[src/rtl/layer_mem_if.sv]
// Requester-side bus of the layer-memory arbiter. All per-requester fields are
// packed vectors, with requester i using slice [i*W +: W].
//
// Handshake: a requester holds req_valid and its beat fields stable until it
// sees req_ready; a beat is accepted in any cycle where req_valid[i] and
// req_ready[i] are both high. rsp_valid and req_err are one-cycle pulses that
// need no acknowledgement.
interface layer_mem_if #(
    parameter int NREQ = 3,
    parameter int AW   = 12,
    parameter int DW   = 20,
    parameter int SELW = 3
);
    logic [NREQ-1:0]      req_valid;
    logic [NREQ-1:0]      req_we;
    logic [NREQ-1:0]      req_lock;
    logic [NREQ*SELW-1:0] req_sel;
    logic [NREQ*AW-1:0]   req_addr;
    logic [NREQ*DW-1:0]   req_wdata;
    logic [NREQ-1:0]      req_ready;
    logic [NREQ-1:0]      rsp_valid;
    logic [DW-1:0]        rsp_data;
    logic [NREQ-1:0]      req_err;

    modport master (
        output req_valid, req_we, req_lock, req_sel, req_addr, req_wdata,
        input  req_ready, rsp_valid, rsp_data, req_err
    );

    modport slave (
        input  req_valid, req_we, req_lock, req_sel, req_addr, req_wdata,
        output req_ready, rsp_valid, rsp_data, req_err
    );
endinterface

[src/rtl/layer_mem_arbiter.sv]
// Round-robin arbiter sharing one layer-memory port among NREQ requesters.
// One beat per cycle, optional grant lock for multi-beat sequences, registered
// memory-side outputs, and read data routed back to its owner two cycles after
// the beat via a two-stage requester tag pipeline.
// A beat with an illegal select is consumed without touching the memory: no
// strobe, csel unchanged, req_err pulse, and it never holds a lock.
module layer_mem_arbiter #(
    parameter int NREQ    = 3,
    parameter int AW      = 12,
    parameter int DW      = 20,
    parameter int SELW    = 3,
    parameter int SEL_MAX = 5
) (
    input  logic            clk,
    input  logic            reset_n,
    layer_mem_if.slave      bus,
    output logic            cwr,
    output logic            crd,
    output logic [SELW-1:0] csel,
    output logic [AW-1:0]   caddr_wr,
    output logic [AW-1:0]   caddr_rd,
    output logic [DW-1:0]   cdata_wr,
    input  logic [DW-1:0]   cdata_rd,
    output logic            idle
);
    localparam int PW = $clog2(NREQ);

    typedef enum logic [0:0] {ST_ARB, ST_LOCKED} state_t;

    state_t          state_q, state_d;
    logic [PW-1:0]   owner_q, owner_d;
    logic [PW-1:0]   ptr_q, ptr_d;
    logic            cwr_q, cwr_d;
    logic            crd_q, crd_d;
    logic [SELW-1:0] csel_q, csel_d;
    logic [AW-1:0]   caddr_wr_q, caddr_wr_d;
    logic [AW-1:0]   caddr_rd_q, caddr_rd_d;
    logic [DW-1:0]   cdata_wr_q, cdata_wr_d;
    logic [NREQ-1:0] err_q, err_d;
    logic            tag1_v_q, tag1_v_d;
    logic [PW-1:0]   tag1_id_q, tag1_id_d;
    logic            tag2_v_q, tag2_v_d;
    logic [PW-1:0]   tag2_id_q, tag2_id_d;

    logic            gnt_found;
    logic [PW-1:0]   gnt_idx;
    logic [PW-1:0]   ptr_next;
    logic [SELW-1:0] beat_sel;
    logic [AW-1:0]   beat_addr;
    logic [DW-1:0]   beat_wdata;
    logic            beat_we;
    logic            beat_lock;
    logic            beat_legal;
    int              cand;

    // Pick the granted requester: lock owner only while locked, else first valid from the pointer with wrap.
    always_comb begin
        gnt_found = 1'b0;
        gnt_idx   = '0;
        cand      = 0;
        if (state_q == ST_LOCKED) begin
            if (bus.req_valid[owner_q]) begin
                gnt_found = 1'b1;
                gnt_idx   = owner_q;
            end
        end else begin
            for (int k = 0; k < NREQ; k++) begin
                cand = (int'(ptr_q) + k) % NREQ;
                if (!gnt_found && bus.req_valid[cand]) begin
                    gnt_found = 1'b1;
                    gnt_idx   = PW'(cand);
                end
            end
        end
        // Nobody is granted while reset is held, even with requests pending.
        if (!reset_n) begin
            gnt_found = 1'b0;
        end
    end

    // Extract the granted beat's fields and classify the select.
    always_comb begin
        beat_sel   = bus.req_sel[gnt_idx*SELW +: SELW];
        beat_addr  = bus.req_addr[gnt_idx*AW +: AW];
        beat_wdata = bus.req_wdata[gnt_idx*DW +: DW];
        beat_we    = bus.req_we[gnt_idx];
        beat_lock  = bus.req_lock[gnt_idx];
        beat_legal = (beat_sel != '0) && (beat_sel <= SELW'(SEL_MAX));
        ptr_next   = (gnt_idx == PW'(NREQ - 1)) ? '0 : gnt_idx + 1'b1;
    end

    // Next state for the lock FSM, pointer, memory outputs, error pulse and read tags.
    always_comb begin
        state_d    = state_q;
        owner_d    = owner_q;
        ptr_d      = ptr_q;
        cwr_d      = 1'b0;
        crd_d      = 1'b0;
        csel_d     = csel_q;
        caddr_wr_d = caddr_wr_q;
        caddr_rd_d = caddr_rd_q;
        cdata_wr_d = cdata_wr_q;
        err_d      = '0;
        tag1_v_d   = 1'b0;
        tag1_id_d  = tag1_id_q;
        tag2_v_d   = tag1_v_q;
        tag2_id_d  = tag1_id_q;
        if (gnt_found) begin
            if (beat_legal) begin
                csel_d = beat_sel;
                if (beat_we) begin
                    cwr_d      = 1'b1;
                    caddr_wr_d = beat_addr;
                    cdata_wr_d = beat_wdata;
                end else begin
                    crd_d      = 1'b1;
                    caddr_rd_d = beat_addr;
                    tag1_v_d   = 1'b1;
                    tag1_id_d  = gnt_idx;
                end
            end else begin
                err_d[gnt_idx] = 1'b1;
            end
            if (beat_legal && beat_lock) begin
                // Pointer holds while a lock sequence is in progress.
                state_d = ST_LOCKED;
                owner_d = gnt_idx;
            end else begin
                state_d = ST_ARB;
                ptr_d   = ptr_next;
            end
        end
    end

    // State register; asynchronous reset drops locks and any in-flight read tags.
    always_ff @(posedge clk or negedge reset_n) begin
        if (!reset_n) begin
            state_q    <= ST_ARB;
            owner_q    <= '0;
            ptr_q      <= '0;
            cwr_q      <= 1'b0;
            crd_q      <= 1'b0;
            csel_q     <= '0;
            caddr_wr_q <= '0;
            caddr_rd_q <= '0;
            cdata_wr_q <= '0;
            err_q      <= '0;
            tag1_v_q   <= 1'b0;
            tag1_id_q  <= '0;
            tag2_v_q   <= 1'b0;
            tag2_id_q  <= '0;
        end else begin
            state_q    <= state_d;
            owner_q    <= owner_d;
            ptr_q      <= ptr_d;
            cwr_q      <= cwr_d;
            crd_q      <= crd_d;
            csel_q     <= csel_d;
            caddr_wr_q <= caddr_wr_d;
            caddr_rd_q <= caddr_rd_d;
            cdata_wr_q <= cdata_wr_d;
            err_q      <= err_d;
            tag1_v_q   <= tag1_v_d;
            tag1_id_q  <= tag1_id_d;
            tag2_v_q   <= tag2_v_d;
            tag2_id_q  <= tag2_id_d;
        end
    end

    // Drive grants, read responses, memory outputs and idle.
    always_comb begin
        for (int i = 0; i < NREQ; i++) begin
            bus.req_ready[i] = gnt_found && (gnt_idx == PW'(i));
            bus.rsp_valid[i] = tag2_v_q && (tag2_id_q == PW'(i));
        end
        bus.rsp_data = cdata_rd;
        bus.req_err  = err_q;
        cwr          = cwr_q;
        crd          = crd_q;
        csel         = csel_q;
        caddr_wr     = caddr_wr_q;
        caddr_rd     = caddr_rd_q;
        cdata_wr     = cdata_wr_q;
        idle         = (bus.req_valid == '0) && !tag1_v_q && !tag2_v_q && !cwr_q && !crd_q;
    end
endmodule

[src/flat_wrapper.sv]
// flat-port wrapper written by rule: the top's interface ports become plain ports
module layer_mem_arbiter_flat 
#(
    parameter int NREQ    = 3,
    parameter int AW      = 12,
    parameter int DW      = 20,
    parameter int SELW    = 3,
    parameter int SEL_MAX = 5
)
  (clk, reset_n, cwr, crd, csel, caddr_wr, caddr_rd, cdata_wr, cdata_rd, idle, bus_req_valid, bus_req_we, bus_req_lock, bus_req_sel, bus_req_addr, bus_req_wdata, bus_req_ready, bus_rsp_valid, bus_rsp_data, bus_req_err);
  layer_mem_if #(.NREQ(NREQ), .AW(AW), .DW(DW), .SELW(SELW)) bus_i ();
  input  logic clk;
  input  logic reset_n;
  output logic cwr;
  output logic crd;
  output logic [SELW-1:0] csel;
  output logic [AW-1:0] caddr_wr;
  output logic [AW-1:0] caddr_rd;
  output logic [DW-1:0] cdata_wr;
  input  logic [DW-1:0] cdata_rd;
  output logic idle;
  input wire logic [$bits(bus_i.req_valid)-1:0] bus_req_valid;
  input wire logic [$bits(bus_i.req_we)-1:0] bus_req_we;
  input wire logic [$bits(bus_i.req_lock)-1:0] bus_req_lock;
  input wire logic [$bits(bus_i.req_sel)-1:0] bus_req_sel;
  input wire logic [$bits(bus_i.req_addr)-1:0] bus_req_addr;
  input wire logic [$bits(bus_i.req_wdata)-1:0] bus_req_wdata;
  output wire logic [$bits(bus_i.req_ready)-1:0] bus_req_ready;
  output wire logic [$bits(bus_i.rsp_valid)-1:0] bus_rsp_valid;
  output wire logic [$bits(bus_i.rsp_data)-1:0] bus_rsp_data;
  output wire logic [$bits(bus_i.req_err)-1:0] bus_req_err;
  assign bus_i.req_valid = bus_req_valid;
  assign bus_i.req_we = bus_req_we;
  assign bus_i.req_lock = bus_req_lock;
  assign bus_i.req_sel = bus_req_sel;
  assign bus_i.req_addr = bus_req_addr;
  assign bus_i.req_wdata = bus_req_wdata;
  assign bus_req_ready = bus_i.req_ready;
  assign bus_rsp_valid = bus_i.rsp_valid;
  assign bus_rsp_data = bus_i.rsp_data;
  assign bus_req_err = bus_i.req_err;
  layer_mem_arbiter #(.NREQ(NREQ), .AW(AW), .DW(DW), .SELW(SELW), .SEL_MAX(SEL_MAX)) u_core (.clk(clk), .reset_n(reset_n), .bus(bus_i), .cwr(cwr), .crd(crd), .csel(csel), .caddr_wr(caddr_wr), .caddr_rd(caddr_rd), .cdata_wr(cdata_wr), .cdata_rd(cdata_rd), .idle(idle));
endmodule
[config.mk]
export PLATFORM = sky130hd
export DESIGN_NAME = layer_mem_arbiter_flat
export DESIGN_NICKNAME = d
export VERILOG_FILES = /design/src/rtl/layer_mem_if.sv /design/src/rtl/layer_mem_arbiter.sv /design/src/flat_wrapper.sv
export SDC_FILE = /design/constraint.sdc
export NUM_CORES = 1
export LEC_CHECK = 0
export BUFFER_PORTS_ARGS = -buffer_cell sky130_fd_sc_hd__buf_2
export CAP_MARGIN = 0
export CORE_MARGIN = 2
export CORE_UTILIZATION = 44
export DETAILED_ROUTE_END_ITERATION = 8
export PLACE_DENSITY_LB_ADDON = 0.25
export RECOVER_POWER = 100
export SLEW_MARGIN = 0
export SYNTH_ARGS = -nofsm -noshare
export SYNTH_HDL_FRONTEND = slang
export SYNTH_SLANG_ARGS = --single-unit
[constraint.sdc]
create_clock -name clk -period 3.5 [get_ports clk]
set_input_delay 0.175 -clock clk [delete_from_list [all_inputs] [get_ports clk]]
set_output_delay 0.175 -clock clk [all_outputs]
set_load 0.005 [all_outputs]
==> results.cfg, run 1 <==
[synthesis]
synthTopCellsByArea = dfrtp_1 (42%), mux2_1 (12%), mux2i_1 (10%), o21ai_0 (5.1%), buf_4 (4.3%)
ys_seq_elements = 62
synthDistinctLibCells = 44
syn_avg_cell_area_um2 = 10.6
yosys.area.top_type = dfrtp_1
syn_nets = 484
synth_edf_count = 0
synth_top_area_share_pct = 42.4
syn-cell-area_um2 = 3660
synth_xor_xnor_area_share_pct = 0
yosys.area_share.simple_pct = 12.4
synth_top_family_by_area = multiplexers
synth.mux.area_fraction_pct = 26.5
synth_compound_area_share_pct = 9.16
synth_ff_type = dfrtp_1
synthAdderAreaFrac_pct = 1.37
ys_seq_area_share_pct = 42.4
ys_warn_count = 0
synth-async-reset-ratio_pct = 100
syn_inst = 344

[grt]
grt_antenna_before_repair = 0
grt_max_degree = 72
grt_first_pass_wirelength_mm = 13.9
grt_util_all_layers_pct = 20.0
grt_pass1_vias = 2981
grt_overflow = 0

[detailed_routing]
ant_nets = 0
routed_via_density = 5.07
routed.top_layer = met4
drt-initial-drc-count = 106
drc = 0
drt-total-wl_mm = 8.96
wl_met2_mm = 4.43
route.detailed.wl_per_inst_um = 14.8
via_count = 3076
firstDrtPassIters = 4
wl_met3_um = 661
met1_length_mm = 3.71

[critical_path]
arrival_ps = 3540
cp-end-kind = register
required_ps = 3710
timing.critical_path.cells = inv_1 > ha_1 > mux2i_4 > o21ai_1 > nor4_4 > nor4b_1 > a221o_1 > or3_4 > nand3_4 > buf_12 > mux2_1
cp-start-kind = register
worstPathMaxFanout = 33
crit_slowest_cell = or3_4
slowest_delay_ps = 450
crit_type = reg2reg

[finish]
finalNonFillerCells = 607
area_delta_synth_final_pct = 28.8
fin_util_pct = 58.0
drive_above_1_share_pct = 36.3
nets = 637
antenna_cells = 0

[sta]
rsz0062_at_grt = false
setup_viol_count_final = 0
tightestPinTransition_ps = 1530
max_freq_mhz = 301
finClkSkew_ps = 11.2
relSlewSlack_pct = -1.89
final_max_slew_viol_count = 63
finalSetupTns_ps = 0
fin_crit_sh_pct = 95.0
layout_min_cycle_time_ps = 3320
hold_viol = 0

[floorplanning]
pin_count = 215
row_count = 33
core_um2 = 8130
die_y_um = 95.2
die_w_um = 95.2
die-area_um2 = 9070
start_util_pct = 45.0

[clock_network]
cts_htree_levels = 3
path_clk_slew_ps = 70
cts_buffers = 9
clk_latency_ps = 340
cts_tree = built
cts.sinks = 62
ctsHoldBuffers = 0
cts_buffer_depth = 2
cts_root_buf = clkbuf_8
cts_setup_buffers = 0

[place]
gp_congestion = 0.840
dpl.hpwl_mm = 6.64
port_buffers = 174
dp.cells = 590

[hold_path]
hold_path_class = in2reg

[run_status]
violations = capacitance limit, slew limit
outcome = finished, violations left

[pwr]
power_mw = 4.45
p_leak_nw = 2.30
peakVddDrop_v = 0.000360
p_per_area_nw_per_um2 = 942

[run]
drv_cap = 1
==> kinds of logic after synthesis <==
family,after synthesis
AO/OA/AOI/OAI,53
buffers and inverters,49
multiplexers,90
AND/OR/NAND/NOR,86
adder cells (fa/ha/maj),4
flip-flops,62
==> critical path: cells and delay by family (launching register included) <==
kind,cells,cell delay [ps]
compound gates,2,470
flops,1,410
fa+ha+maj,1,300
simple gates,4,1030
buf+inv,2,290
mux,2,680
==> cell usage after synthesis, types with 2 or more instances <==
cell,instances
a21oi_1,2
a221o_1,2
and3b_1,4
buf_2,5
buf_4,21
buf_6,4
clkbuf_1,12
dfrtp_1,62
ha_1,4
inv_1,7
mux2_1,38
mux2_2,14
mux2i_1,37
nand2_1,41
nand2b_1,2
nand3_4,2
nand3b_1,4
nor2_1,12
nor2b_1,5
nor3_1,3
nor3b_1,2
nor4_1,2
nor4b_1,2
o21ai_0,37
==> metrics by stage <==
step / setup WS (ps) / hold WS (ps) / area, um^2
after floorplan: 286 / -121 / 3660
after global placement: 122 / 350 / 4510
after detailed placement: 57.9 / 350 / 4510
after CTS: 56.5 / 73.0 / 4730
after global routing: 11.4 / 162 / 4720
final: 176 / 151 / 4720
==> state kept, by name, indices dropped and copies added (netlist names), 2 cells and up <==
name and cells:
u_core.tag1_id_q 2, u_core.caddr_rd 12, u_core.bus.req_err 3, u_core.owner_q 2, u_core.tag2_id_q 2, u_core.caddr_wr 12
u_core.ptr_q 2, u_core.cdata_wr 20, u_core.csel 3
==> worst paths after layout <==
kind / cells after the start / endpoint / slack (ps) / start
worst max-delay path: 11 / u_core.cdata_wr[13] / 180 / u_core.ptr_q[1]
worst max register to register: 11 / u_core.cdata_wr[13] / 180 / u_core.ptr_q[1]
min in group asynchronous: 2 / u_core.tag1_id_q[1] / 400 / reset_n
worst min-delay path: 4 / u_core.cdata_wr[8] / 150 / bus_req_wdata[48]
max in group asynchronous: 2 / u_core.caddr_rd[9] / 2170 / reset_n
worst min register to register: 0 / u_core.tag2_id_q[0] / 370 / u_core.tag1_id_q[0]
==> power breakdown <==
group	internal, mW	switching [mW]	total, mW
clock network	0.403	0.290	0.693
logic	1.17	1.33	2.50
registers	1.07	0.177	1.25
==> final cells by class <==
| class | instances | area [um^2] |
|---|---|---|
| clock inverters | 7 | 97.6 |
| inverters | 7 | 26.3 |
| multi-input cells | 234 | 1890 |
| clock buffers | 9 | 124 |
| repair buffers | 183 | 901 |
| well taps | 105 | 131 |
| fillers | 778 | 3420 |
| flip-flops and latches | 62 | 1550 |
==> placed cells by master, fill, tap and decap left out, drive strengths merged, types with 4 or more instances in the layout <==
| master | instances |
|---|---|
| mux2i | 38 |
| nand2 | 41 |
| nand3b | 4 |
| mux2 | 52 |
| ha | 4 |
| o21ai | 38 |
| buf | 133 |
| nor2 | 12 |
| and3b | 4 |
| nor2b | 5 |
| clkbuf | 59 |
| inv | 8 |
| dfrtp | 62 |
==> routing by layer <==
metal	track usage (%)	vias up
met5	0	-
met4	8.57	0
met3	5.45	15
met2	33.6	114
met1	24.1	1447
li1	-	1500
==> repair_timing <==
| action | in CTS | in global routing |
|---|---|---|
| hold endpoints to repair | 0 | 0 |
| endpoints found under the setup margin | 0 | 50 |
| resized for setup | 0 | 8 |
No activity file was read; power rests on OpenSTA's default activity.
==> run 2: changes to the inputs <==
PLACE_DENSITY = 0.81   (was default)
PLACE_DENSITY_LB_ADDON = default   (was 0.25)
==> run 2 against run 1 <==
  * The flow now finishes without violations
  * Worst setup slack worse by 20 ps
  * Sequential power barely moved
  * Combinational power is 2% higher
  * Flip-flop and latch count did not move
  * Total power down 0.89%
  * Worst hold slack about the same
==> results.cfg, run 2 (synthesis gave the netlist of run 1 again) <==
[run_status]
outcome = finished clean

[sta]
layout_min_cycle_time_ps = 3340
hold_viol = 0
finalSetupTns_ps = 0
tightestPinTransition_ps = 1480
setup_viol_count_final = 0
holdWs_ps = 151
fin_crit_sh_pct = 95.5
max_freq_mhz = 299
finClkSkew_ps = 5.23
final_max_slew_viol_count = 0
rsz0062_at_grt = false
relSlewSlack_pct = 1.08

[critical_path]
r2r-start = u_core.ptr_q[1]
timing.critical_path.cells = inv_1 > ha_1 > nand3b_1 > o2111ai_2 > a41oi_2 > or2_4 > a221o_1 > or3_4 > a31oi_1 > mux2_2
crit_slowest_cell = or3_4
crit_buf_inv = 1
worstPathMaxFanout = 6
critPathTopFamily = simple AND/OR/NAND/NOR gates
arrival_ps = 3560
cp-end-kind = register
slowest_delay_ps = 450
crit_type = reg2reg
setup.worst_path.start = u_core.ptr_q[1]
cp-start-kind = register
required_ps = 3720

[clock_network]
ctsHoldBuffers = 0
clk_latency_ps = 330
cts.sinks = 62
cts_root_buf = clkbuf_8
cts_htree_levels = 3
path_clk_slew_ps = 70
cts_buffers = 9
cts_tree = built
cts_buffer_depth = 2

[detailed_routing]
drt-total-wl_mm = 9.17
firstDrtPassIters = 4
routed_via_density = 5.08
route.detailed.wl_per_inst_um = 15.0
drt-initial-drc-count = 101
via_count = 3101
drc = 0
ant_nets = 0

[pwr]
p_sw_mw = 1.79
intPower_mw = 2.61
clockPowerShare_pct = 13.4
p_leak_nw = 2.32
pwr-share-seq_pct = 28.7
peakVddDrop_v = 0.000390
sw_frac_of_total_pct = 40.7
power_mw = 4.41
combinationalPowerShare_pct = 57.9
p_per_area_nw_per_um2 = 937

[finish]
drive_above_1_share_pct = 37.2
nets = 641
fill_cells = 727
fin_area_um2 = 4700
largest_reg_flops = 20
mostFrequentLayoutCells = buf_2 (129), dfrtp_1 (61), clkbuf_1 (46)
antenna_cells = 0
final_common_cell = buf_2
area_delta_synth_final_pct = 28.4

[grt]
grt_antenna_before_repair = 0
grt_max_degree = 63
met2_usage_pct = 36.7
grt_overflow = 0
grt_pass1_vias = 3241
top_usage_layer = met2
use_met3_pct = 3.95
grt_util_all_layers_pct = 20.9
use_met1_pct = 24.5
grt_first_pass_wirelength_mm = 14.6

[floorplanning]
pin_count = 215
die_w_um = 95.2
start_util_pct = 45.0
row_count = 33
core_um2 = 8130
die_y_um = 95.2
die-area_um2 = 9070

[run]
drv_cap = 0

[place]
placed_area_um2 = 4530
gp_congestion = 0.961
dpl.hpwl_mm = 7.02
port_buffers = 174

[hold_path]
hold_path_class = in2reg
holdCritStartpoint = bus_req_wdata[55]
==> run 2: changes by cell type in the layout (fill, tap and decap cells not counted), moves of 2 or more <==
cell,delta
buf_4,+5
buf_2,+3
clkinv_2,+3
a31oi_2,-2
clkbuf_1,-2
clkinvlp_4,-2
==> run 2: worst min-delay path, stage by stage <==
cell and delay, ps:
buf_2 80, nand2_1 30, o21ai_0 50, mux2_1 110
==> run 2: cell type report <==
cell class	instances	area, um^2	share of cell area, %
inverter	7	26.3	0.559
tap	105	131	2.79
multi-input combinational	233	1860	39.6
clock buffer	11	131	2.79
clock inverter	5	50.0	1.06
timing repair buffer	188	946	20.1
sequential	62	1550	33.0
==> run 2: layer usage <==
metal  up-vias  wire (um)
met5         -          0
met4         0        328
met3        32        537
met2       114       4540
met1      1444       3750
li1       1511          -
==> run 2: power by group through the flow <==
stage	clock network [mW]	logic (mW)	registers [mW]
floorplan	0	1.71	1.27
CTS	0.604	2.60	1.26
finish	0.591	2.55	1.26
detailed placement	0	2.56	1.26
global placement	0	2.45	1.25
global route	0.630	2.82	1.31
==> run 2: worst paths after layout <==
kind	slack (ps)	cells past startpoint	endpoint
worst max register to register	160	10	u_core.ptr_q[0]
worst min register to register	390	0	u_core.tag2_id_q[1]
worst max-delay path	160	10	u_core.ptr_q[0]
min in group asynchronous	390	2	u_core.cdata_wr[13]
max in group asynchronous	2140	2	u_core.ptr_q[0]
worst min-delay path	150	4	u_core.cdata_wr[15]
==> run 2: timing repair <==
item                                    4_1_cts  5_1_grt
setup buffers                                 3        0
pin swaps                                     1        0
resized for setup                             1       10
endpoints found under the setup margin       39       52
==> run 2: per-stage QoR <==
| stage | setup slack [ps] | instances | utilization [%] |
|---|---|---|---|
| 5_1_grt | 36.0 | 611 | 57.8 |
| 2_1_floorplan | 286 | 344 | - |
| 3_3_place_gp | 154 | 592 | 55.7 |
| 6_report | 156 | 611 | 57.8 |
| 3_5_place_dp | -4.98 | 592 | 55.7 |
| 4_1_cts | 34.8 | 611 | 58.3 |
